## src/rtl/tdc_spi_pkg.sv

```systemverilog
// rtl/tdc_spi_pkg.sv - command codes, record widths and SPI FSM state for the TDC readout
package tdc_spi_pkg;

    localparam logic [7:0] CMD_READ   = 8'h01;
    localparam logic [7:0] CMD_STATUS = 8'h02;
    localparam logic [7:0] CMD_CLEAR  = 8'h03;

    localparam int REC_W            = 48;
    localparam int RESP_BITS_READ   = 48;
    localparam int RESP_BITS_STATUS = 8;
    localparam int CMD_BITS         = 8;

    typedef enum logic [1:0] {
        SPI_IDLE,
        SPI_CMD,
        SPI_RESP,
        SPI_DONE
    } spi_state_e;

endpackage

```

## src/rtl/tdc_result_fifo.sv

```systemverilog
// rtl/tdc_result_fifo.sv - record FIFO with same-cycle push/pop (also when full) and flush
module tdc_result_fifo #(
    parameter int FIFO_DEPTH = 4,
    parameter int DATA_W     = 48,
    localparam int PTR_W     = $clog2(FIFO_DEPTH),
    localparam int CNT_W     = PTR_W + 1
) (
    input  logic              clk,
    input  logic              rst_n,
    input  logic              push,
    input  logic              pop,
    input  logic              flush,
    input  logic [DATA_W-1:0] wdata,
    output logic [DATA_W-1:0] rdata,
    output logic [CNT_W-1:0]  count,
    output logic              full,
    output logic              empty
);

    logic [DATA_W-1:0] mem [FIFO_DEPTH];
    logic [PTR_W-1:0]  wr_ptr;
    logic [PTR_W-1:0]  rd_ptr;
    logic              push_ok;
    logic              pop_ok;

    assign full  = (count == CNT_W'(FIFO_DEPTH));
    assign empty = (count == '0);
    assign rdata = mem[rd_ptr];

    // A pop frees the head slot in the same cycle, so a push into a full FIFO still fits.
    assign pop_ok  = pop && !flush && !empty;
    assign push_ok = push && !flush && (!full || pop_ok);

    always_ff @(posedge clk) begin
        if (push_ok) begin
            mem[wr_ptr] <= wdata;
        end
    end

    always_ff @(posedge clk or negedge rst_n) begin
        if (!rst_n) begin
            wr_ptr <= '0;
            rd_ptr <= '0;
            count  <= '0;
        end else if (flush) begin
            wr_ptr <= '0;
            rd_ptr <= '0;
            count  <= '0;
        end else begin
            if (push_ok) begin
                wr_ptr <= wr_ptr + PTR_W'(1);
            end
            if (pop_ok) begin
                rd_ptr <= rd_ptr + PTR_W'(1);
            end
            count <= count + CNT_W'(push_ok) - CNT_W'(pop_ok);
        end
    end

endmodule

```

## src/rtl/tdc_result_spi.sv

```systemverilog
// rtl/tdc_result_spi.sv - captures TDC results into a tagged FIFO and serves them over an oversampled SPI slave
module tdc_result_spi
    import tdc_spi_pkg::*;
#(
    parameter int FIFO_DEPTH = 4,
    parameter int SEQ_W      = 7
) (
    input  logic        clk,
    input  logic        rst_n,
    input  logic        tdc_busy,
    input  logic [31:0] coarse_result,
    input  logic [8:0]  fine_result,
    input  logic        spi_sclk,
    input  logic        spi_cs_n,
    input  logic        spi_mosi,
    output logic        spi_miso,
    output logic        data_ready,
    output logic        overflow
);

    localparam int         CNT_W    = $clog2(FIFO_DEPTH) + 1;
    localparam logic [6:0] POP_BITS = 7'(CMD_BITS + RESP_BITS_READ);

    logic [1:0] busy_sync, sclk_sync, cs_sync, mosi_sync;
    logic       busy_d, sclk_d, cs_d;
    logic       busy_s, sclk_s, cs_s, mosi_s;
    logic       capture, sclk_rise, sclk_fall, cs_rise, cs_fall;

    logic [SEQ_W-1:0] seq;
    logic [REC_W-1:0] fifo_rdata;
    logic [CNT_W-1:0] fifo_count;
    logic             fifo_full, fifo_empty, fifo_pop, flush;
    logic [7:0]       status;

    spi_state_e       state, state_nxt;
    logic             decode;
    logic [6:0]       bit_cnt;
    logic [6:0]       cmd_sr;
    logic [7:0]       cmd_byte;
    logic [7:0]       cmd_q;
    logic             read_valid;
    logic [REC_W-1:0] resp_sr;
    logic             miso_q;

    always_ff @(posedge clk or negedge rst_n) begin
        if (!rst_n) begin
            busy_sync <= 2'b00;
            sclk_sync <= 2'b00;
            cs_sync   <= 2'b11;
            mosi_sync <= 2'b00;
            busy_d    <= 1'b0;
            sclk_d    <= 1'b0;
            cs_d      <= 1'b1;
        end else begin
            busy_sync <= {busy_sync[0], tdc_busy};
            sclk_sync <= {sclk_sync[0], spi_sclk};
            cs_sync   <= {cs_sync[0], spi_cs_n};
            mosi_sync <= {mosi_sync[0], spi_mosi};
            busy_d    <= busy_s;
            sclk_d    <= sclk_s;
            cs_d      <= cs_s;
        end
    end

    assign busy_s    = busy_sync[1];
    assign sclk_s    = sclk_sync[1];
    assign cs_s      = cs_sync[1];
    assign mosi_s    = mosi_sync[1];
    assign capture   = busy_d & ~busy_s;
    assign sclk_rise = sclk_s & ~sclk_d;
    assign sclk_fall = ~sclk_s & sclk_d;
    assign cs_rise   = cs_s & ~cs_d;
    assign cs_fall   = ~cs_s & cs_d;

    tdc_result_fifo #(
        .FIFO_DEPTH (FIFO_DEPTH),
        .DATA_W     (REC_W)
    ) u_fifo (
        .clk   (clk),
        .rst_n (rst_n),
        .push  (capture),
        .pop   (fifo_pop),
        .flush (flush),
        .wdata ({seq, fine_result, coarse_result}),
        .rdata (fifo_rdata),
        .count (fifo_count),
        .full  (fifo_full),
        .empty (fifo_empty)
    );

    // seq advances on every capture event, even dropped or flushed ones, so gaps reveal losses.
    always_ff @(posedge clk or negedge rst_n) begin
        if (!rst_n) begin
            seq        <= '0;
            overflow   <= 1'b0;
            data_ready <= 1'b0;
        end else begin
            if (capture) begin
                seq <= seq + SEQ_W'(1);
            end
            if (flush) begin
                overflow <= 1'b0;
            end else if (capture && fifo_full && !fifo_pop) begin
                overflow <= 1'b1;
            end
            data_ready <= ~fifo_empty;
        end
    end

    assign status   = {4'(fifo_count), overflow, busy_s, fifo_full, fifo_empty};
    assign cmd_byte = {cmd_sr, mosi_s};

    always_ff @(posedge clk or negedge rst_n) begin
        if (!rst_n) begin
            state <= SPI_IDLE;
        end else begin
            state <= state_nxt;
        end
    end

    always_comb begin
        state_nxt = state;
        decode    = 1'b0;
        fifo_pop  = 1'b0;
        flush     = 1'b0;
        if (cs_rise) begin
            state_nxt = SPI_IDLE;
            if (state == SPI_RESP) begin
                flush    = (cmd_q == CMD_CLEAR);
                fifo_pop = (cmd_q == CMD_READ) && read_valid && (bit_cnt >= POP_BITS);
            end
        end else if (cs_fall) begin
            state_nxt = SPI_CMD;
        end else if (state == SPI_CMD && sclk_rise && bit_cnt == 7'(CMD_BITS - 1)) begin
            decode = 1'b1;
            if (cmd_byte == CMD_READ || cmd_byte == CMD_STATUS || cmd_byte == CMD_CLEAR) begin
                state_nxt = SPI_RESP;
            end else begin
                state_nxt = SPI_DONE;
            end
        end
    end

    always_ff @(posedge clk or negedge rst_n) begin
        if (!rst_n) begin
            bit_cnt    <= '0;
            cmd_sr     <= '0;
            cmd_q      <= '0;
            read_valid <= 1'b0;
            resp_sr    <= '0;
            miso_q     <= 1'b0;
        end else if (cs_fall) begin
            bit_cnt    <= '0;
            cmd_sr     <= '0;
            cmd_q      <= '0;
            read_valid <= 1'b0;
            resp_sr    <= '0;
            miso_q     <= 1'b0;
        end else if (cs_rise || state == SPI_IDLE) begin
            miso_q <= 1'b0;
        end else begin
            if (sclk_rise) begin
                if (bit_cnt != 7'h7F) begin
                    bit_cnt <= bit_cnt + 7'd1;
                end
                if (state == SPI_CMD) begin
                    cmd_sr <= cmd_byte[6:0];
                end
            end
            // Response is snapshotted here; later pushes cannot disturb a frame in flight.
            if (decode) begin
                cmd_q      <= cmd_byte;
                read_valid <= ~fifo_empty;
                case (cmd_byte)
                    CMD_READ:   resp_sr <= fifo_empty ? '0 : fifo_rdata;
                    CMD_STATUS: resp_sr <= {status, {(REC_W - RESP_BITS_STATUS){1'b0}}};
                    default:    resp_sr <= '0;
                endcase
            end
            if (sclk_fall) begin
                if (state == SPI_RESP) begin
                    miso_q  <= resp_sr[REC_W-1];
                    resp_sr <= {resp_sr[REC_W-2:0], 1'b0};
                end else begin
                    miso_q <= 1'b0;
                end
            end
        end
    end

    assign spi_miso = miso_q & ~spi_cs_n;

endmodule

```

## config.mk

```make
export PLATFORM = sky130hd
export DESIGN_NAME = tdc_result_spi
export DESIGN_NICKNAME = d
export VERILOG_FILES = /design/src/rtl/tdc_spi_pkg.sv /design/src/rtl/tdc_result_fifo.sv /design/src/rtl/tdc_result_spi.sv
export SDC_FILE = /design/constraint.sdc
export NUM_CORES = 1
export LEC_CHECK = 0
export CAP_MARGIN = 25
export CELL_PAD_IN_SITES_DETAIL_PLACEMENT = 0
export CELL_PAD_IN_SITES_GLOBAL_PLACEMENT = 1
export CORE_AREA = 2 2 265 136
export DETAILED_ROUTE_END_ITERATION = 8
export DIE_AREA = 0 0 267 138
export DONT_BUFFER_PORTS = 1
export PLACE_DENSITY = 0.57
export SLEW_MARGIN = 15
export SYNTH_ARGS = -nofsm -noshare
export SYNTH_HDL_FRONTEND = slang
export SYNTH_HIERARCHICAL = 1
export SYNTH_SLANG_ARGS = --single-unit
```

## constraint.sdc

```tcl
create_clock -name clk -period 3.6 [get_ports clk]
set_clock_uncertainty 0.05 [all_clocks]
set_input_delay 0.18 -clock clk [delete_from_list [all_inputs] [get_ports clk]]
set_output_delay 0.18 -clock clk [all_outputs]
set_load 0.005 [all_outputs]
```

After elaboration in Yosys (flattened, before gate mapping)
Memory sizes are Yosys's and may differ from the RTL's.
Index checks and enable logic that the tools add are counted.
{"block": "word_totals", "regBits": 101, "ram_bits": 192, "inputBits": 47, "word_cells": 129, "mem_count": 1}
{"block": "op_classes", "n_addsub": 6, "n_lt_le_gt_ge": 1, "n_eq_ne": 11, "mux": 45, "bitwise_logic": 13, "reduce_logical": 32}
{"name": "u_fifo.mem", "depth": 4, "word_bits": 48, "read_ports": 1, "rd_clocked_by_memory_dff": 0, "write_ports": 1, "line": "tdc_result_fifo.sv:20", "rtl": "logic [DATA_W-1:0] mem [FIFO_DEPTH];"}
{"op": "$mux 48", "count": 6}
{"op": "$pmux 48 s2", "count": 1}
{"op": "$mux 7", "count": 8}
{"op": "$eq 8x2->1 const B", "count": 3}
{"op": "$mux 8", "count": 3}
{"op": "$mux 1", "count": 19}
{"op": "$eq 8x1->1 const B", "count": 2}
{"op": "$add 7x1->7 const B", "count": 2}
{"op": "$mux 2", "count": 7}
{"op": "$reduce_bool 2->1", "count": 7}
{"op": "$logic_and 1x1->1", "count": 10}
{"op": "$eq 7x3->1 const B", "count": 1}
{"op": "$ge 7x6->1 const B", "count": 1}
{"op": "$ne 7x7->1 const B", "count": 1}
{"op": "$not 1->1", "count": 7}
{"op": "$and 1x1->1", "count": 6}
{"op": "$reduce_and 3->1", "count": 2}
{"op": "$reduce_bool 3->1", "count": 2}
{"op": "$add 2x1->2 const B", "count": 2}
{"op": "$logic_not 1->1", "count": 4}
{"op": "$logic_or 1x1->1", "count": 4}
{"op": "$add 3x1->3", "count": 1}
{"op": "$eq 3x3->1 const B", "count": 1}
{"op": "$logic_not 3->1", "count": 1}
{"op": "7 further kinds", "count": 7}

Depth between registers and ports, before layout
{"block": "depth", "depth_word": 12, "mapped_depth": 15, "ltp_nobuf": 12}

Modules after synthesis
The synthesis kept the hierarchy.
{"module": "tdc_result_fifo", "n_inst": 1, "cells_each": 295, "area_per_inst_um2": 7413.4, "seq_area_each_um2": 5940.7}
{"module": "tdc_result_spi", "n_inst": 1, "cells_each": 469, "area_per_inst_um2": 4575.6, "seq_area_each_um2": 2356.0}

Least setup slack after synthesis
Ideal clock, no wire load.
{"block": "synth_timing", "kind": "reg2reg", "from": "reg cs_d", "to": "mem u_fifo.mem[0][0], enable pin", "setup_time_ns": 0.384, "arrival_time_ns": 2.507, "t_required_ns": 3.166, "setup_slack_ns": 0.659, "path_stages_with_launch": 11, "path_buffers": 3, "synth_period_minus_slack_ns": 2.941, "path_cell_list": "dfstp_2 > inv_1 > ha_1 > clkbuf_1 > clkbuf_1 > nand4b_1 > nor2_1 > buf_2 > nand2b_1 > a21oi_4 > and2_2"}
{"block": "synth_between", "elab_chain_cells": 10}
{"item": "from (decl)", "line": "tdc_result_spi.sv:25", "rtl": "logic busy_d, sclk_d, cs_d;"}
{"item": "from (signal assigned)", "line": "tdc_result_spi.sv:61", "rtl": "cs_d <= cs_s;"}
{"item": "$not 1->1 (*)", "line": "tdc_result_spi.sv:72", "rtl": "assign cs_rise = cs_s & ~cs_d;"}
{"item": "$and 1x1->1 (*)", "line": "tdc_result_spi.sv:72"}
{"item": "$mux 1 (*)", "line": "tdc_result_spi.sv:126", "rtl": "if (cs_rise) begin"}
{"item": "named net flush", "line": "tdc_result_spi.sv:32", "rtl": "logic fifo_full, fifo_empty, fifo_pop, flush;"}
{"item": "$logic_not 1->1 (*)", "line": "tdc_result_fifo.sv:31, tdc_result_fifo.sv:32"}
{"item": "$logic_and 1x1->1 (2 in series)", "line": "tdc_result_fifo.sv:31", "rtl": "assign pop_ok = pop && !flush && !empty;"}
{"item": "$logic_or 1x1->1", "line": "tdc_result_fifo.sv:32", "rtl": "assign push_ok = push && !flush && (!full || pop_ok);"}
{"item": "$logic_and 1x1->1 (*)", "line": "tdc_result_fifo.sv:32"}
{"item": "$mux 1 (*)", "line": "tdc_result_fifo.sv:35", "rtl": "if (push_ok) begin"}
{"item": "$mux 1 (not written as such) (*)", "line": "tdc_result_fifo.sv:36", "rtl": "mem[wr_ptr] <= wdata;"}
{"item": "to (decl)", "line": "tdc_result_fifo.sv:20"}
Mark *: on every way through the listed nets, which the timed path passes. The rest lies on a longest branch.

Worst setup path after layout
{"block": "layout_timing", "from": "reg state[0]", "to": "reg u_fifo.count[2]"}
{"item": "from (decl)", "line": "tdc_result_spi.sv:35", "rtl": "spi_state_e state, state_nxt;"}
{"item": "from (signal assigned)", "line": "tdc_result_spi.sv:117", "rtl": "state <= state_nxt;"}
{"item": "$eq 2x2->1 (*)", "line": "tdc_result_spi.sv:128", "rtl": "if (state == SPI_RESP) begin"}
{"item": "$mux 1 (*)", "line": "tdc_result_spi.sv:128"}
{"item": "$mux 1 (*)", "line": "tdc_result_spi.sv:126"}
{"item": "named net fifo_pop", "line": "tdc_result_spi.sv:32"}
{"item": "$logic_and 1x1->1 (*) (2 in series)", "line": "tdc_result_fifo.sv:31"}
{"item": "$logic_or 1x1->1", "line": "tdc_result_fifo.sv:32"}
{"item": "$logic_and 1x1->1", "line": "tdc_result_fifo.sv:32"}
{"item": "$add 3x1->3", "line": "tdc_result_fifo.sv:56", "rtl": "count <= count + CNT_W'(push_ok) - CNT_W'(pop_ok);"}
{"item": "$sub 3x1->3 (*)", "line": "tdc_result_fifo.sv:56"}
{"item": "$mux 3 (*)", "line": "tdc_result_fifo.sv:45", "rtl": "end else if (flush) begin"}
{"item": "to (signal assigned)", "line": "tdc_result_fifo.sv:56"}
{"item": "to (decl)", "line": "tdc_result_fifo.sv:15", "rtl": "output logic [CNT_W-1:0] count,"}
Marks and branches as above.
A chain may end at the register's enable or synchronous reset.

==> PnR_summary.wiki <==
{| class="wikitable"
! Metric !! Value
|-
| Setup crit start || state[0]
|-
| Critical path cell sequence || nor4b_1 > nand4b_1 > nor2_1 > inv_1 > a21oi_4 > xor2_1 > ha_1 > inv_1 > fa_1 > xnor2_1 > nor2_1
|-
| Antenna fix cells || 0
|-
| Maximum number of pins on one net before global-route repair || 102
|-
| Highest attainable clock frequency || 0.3531 GHz
|-
| Post-CTS clock slew at the launch and capture registers of the worst setup and hold paths || 0.07 ns
|-
| Clk Tree Root Cell || sky130_fd_sc_hd__clkbuf_16
|-
| Buffers on Ports || 0
|-
| Hold Crit Start || spi_mosi
|-
| Number of global-route vias before repair || 6928
|-
| Number of enable flip-flop cells after synthesis || 192
|-
| Register bit total from synthesis || 293
|-
| Distinct cells, synth || 62
|-
| Clock buffers created by TritonCTS || 27
|-
| Share of the yosys chip area belonging to registers || 69.20%
|-
| Gpl congestion || 0.7598
|-
| Most used flip-flop cell after synthesis || sky130_fd_sc_hd__edfxtp_1
|-
| Per-cell via count in the routed design || 5.091
|-
| Initial antenna violation count || 0
|-
| Min Tclk post-route || 2.832 ns
|-
| Data required, critical path || 3.98 ns
|-
| R2r startpoint || state[0]
|-
| Post-route DRC || 0
|-
| Cell type with the largest total area after synthesis || sky130_fd_sc_hd__edfxtp_1
|-
| Total Negative Setup Slacks || 0 ns
|-
| First DRT Iteration DRCs || 492
|-
| Combined global-route utilization of all metal layers || 14.09%
|-
| Final Max Slew Viols || 0
|-
| # Max-Cap Violations || 0
|-
| CP startpoint kind || register
|-
| Die height || 138 um
|-
| Peak supply drop || 0.0003640 V
|-
| Arrival time worst endpoint || 3.21 ns
|-
| Longest Clk Path Bufs || 3
|-
| Unrepaired setup endpoints after global routing || false
|-
| Fraction of registers with async set/reset || 34.47%
|-
| Share of final-layout standard cells stronger than drive strength 1 || 15.11%
|-
| Net count after synthesis || 822
|-
| Critical path's slowest cell || sky130_fd_sc_hd__dfrtp_1
|-
| Power after layout || 7.731 mW
|-
| Total via count in the routed design || 6710
|-
| Number of I/O pins || 50
|-
| Number of sinks handled by clock tree synthesis || 293
|-
| Cell count after synthesis || 764
|-
| Syn-to-layout area delta || 16.60%
|-
| Number of setup violations in the final report || 0
|-
| Class of the most critical hold timing path || input pin to register
|-
| Routed Wire Length || 25330 um
|-
| Wire length per cell || 19.22 um
|-
| Post-synthesis instance area || 11990 um2
|-
| DRT antenna net count || 0
|-
| Type of the worst setup path || register to register
|-
| Most area-consuming cells after synthesis || sky130_fd_sc_hd__edfxtp_1, sky130_fd_sc_hd__dfrtp_1, sky130_fd_sc_hd__mux4_2
|-
| Filler instances || 3200
|-
| Most common cell in the synthesized netlist || sky130_fd_sc_hd__edfxtp_1
|-
| Final number of hold-violating endpoints || 0
|-
| Power per cell area || 553.0 nW/um2
|-
| List of most frequent post-synthesis cells || sky130_fd_sc_hd__edfxtp_1, sky130_fd_sc_hd__dfrtp_1, sky130_fd_sc_hd__o21ai_0
|-
| Period utilisation layout || 78.67%
|-
| Maximum fanout along the worst path || 9
|-
| Headroom to the max-slew limit || 30.15%
|-
| Core area || 35010 um2
|-
| Effective utilization at floorplan || 34.25%
|-
| Worst Max-Slew Pin Slew || 1.034 ns
|-
| Clock tree from TritonCTS || built
|-
| Flop-to-flop setup slack || 0.77 ns
|-
| Yosys Warn Count || 6
|-
| Number of core rows || 49
|-
| Status || completed
|-
| Leakage power figure || 4.957 nW
|-
| Largest stage delay, worst path || 0.46 ns
|-
| H-tree Lvls || 1
|-
| Die area || 36850 um2
|-
| Width of the die || 267 um
|-
| Top cell type's share of synthesized area || 48.09%
|-
| Syn avg cell area || 15.69 um2
|-
| Total gr overflow || 0
|-
| First-pass GRT wire length || 40640 um
|-
| Count of TritonRoute iterations in the first routing pass || 5
|-
| Final net count || 871
|-
| HPWL after detailed placement || 15150 um
|-
| Clk_lat worst skew || 0.55 ns
|-
| Nature of the critical path endpoint || register
|}
[stage by stage]
stage / instance area, um2 / hold slack [ns] / cells / util, % / setup slack, ns
after floorplan: 11990 / -0.1656 / 764 / - / 0.6588
after global placement: 12600 / -0.1548 / 1221 / 35.99 / 0.8563
after detailed placement: 12600 / -0.1550 / 1221 / 35.99 / 0.7792
after CTS: 13980 / 0.1157 / 1318 / 39.93 / 0.7703
after global routing: 13980 / 0.1240 / 1318 / 39.93 / 0.5151
final: 13980 / 0.1399 / 1318 / 39.93 / 0.7679
[registers in the layout (all words and copies together) (netlist names), 3 cells and up]
name          flops
seq               7
cmd_q             8
u_fifo/mem      192
cmd_sr            7
u_fifo/count      3
bit_cnt           7
resp_sr          48
[worst max-delay path, delay by kind of cell, from the launching register on]
kind | cells | cell delay [ns]
adders and majority gates | 2 | 0.55
buffers and inverters | 2 | 0.15
xor gates and xnor gates | 2 | 0.35
and+or+nand+nor | 4 | 0.88
AOI/OAI and AO/OA | 1 | 0.28
DFF | 1 | 0.46
[final timing paths]
| path | end | cells past startpoint |
|---|---|---|
| max in group asynchronous | u_fifo/rd_ptr[0] | 2 |
| worst min-delay path | mosi_sync[0] | 1 |
| worst max-delay path | u_fifo/count[2] | 11 |
| min in group asynchronous | resp_sr[38] | 2 |
| worst min register to register | mosi_sync[1] | 0 |
| worst max register to register | u_fifo/count[2] | 11 |
[per-layer routing]
layer  track usage (%)  up-vias  wire (um)
met2             20.30      135      10970
met3             2.903       32       1217
met4             2.632        0        365
met5                 0        -          0
li1                  -     3054          -
met1             22.07     3489      12780
[cells in the final DEF, fill, tap and decap left out, drive strengths merged, types with 7 or more instances in the layout]
cell         synthesis  layout
clkbuf              31      38
or3                 40      40
mux2i                8       8
and2                10      10
dfrtp               98      98
inv                 56      58
edfxtp             192     192
nand2               35      35
dlygate4sd3          0      46
o21ai               59      59
nand3                7       7
nor2b                7       7
mux4                48      48
a21oi               10      10
nor2                18      18
a32oi               40      40
ha                  10      10
buf                 13      18
[layout make-up]
type / count / area [um2] / area share (%)
inverters: 56 / 210.2 / 1.504
well taps: 484 / 605.6 / 4.332
repair buffers: 64 / 678.2 / 4.851
flip-flops and latches: 293 / 8302 / 59.38
clock inverters: 12 / 145.1 / 1.038
clock buffers: 38 / 747.0 / 5.343
multi-input cells: 371 / 3292 / 23.55
[repair_timing]
action,CTS,global route
hold buffers,47,0
resized for setup,0,0
setup buffers,0,0
setup endpoints to repair,0,0
hold endpoints to repair,269,0
[power by group]
part	internal, mW	switching [mW]	leakage (nW)
Sequential	3.97	0.203	3.09
Combinational	0.264	0.397	1.44
Clock	1.67	1.23	0.422
[kinds of logic (layout without fill, tap and decap cells)]
group,count (synthesis),count (layout),share of synthesized area [%]
adders and majority gates,11,11,1.211
muxes,58,58,9.904
and+or+nand+nor,154,154,7.472
DFF,293,293,69.20
buffers and inverters,100,170,3.538
AOI/OAI and AO/OA,137,137,7.869
xor gates and xnor gates,11,11,0.8036
Power figures use the tool's default switching activity.
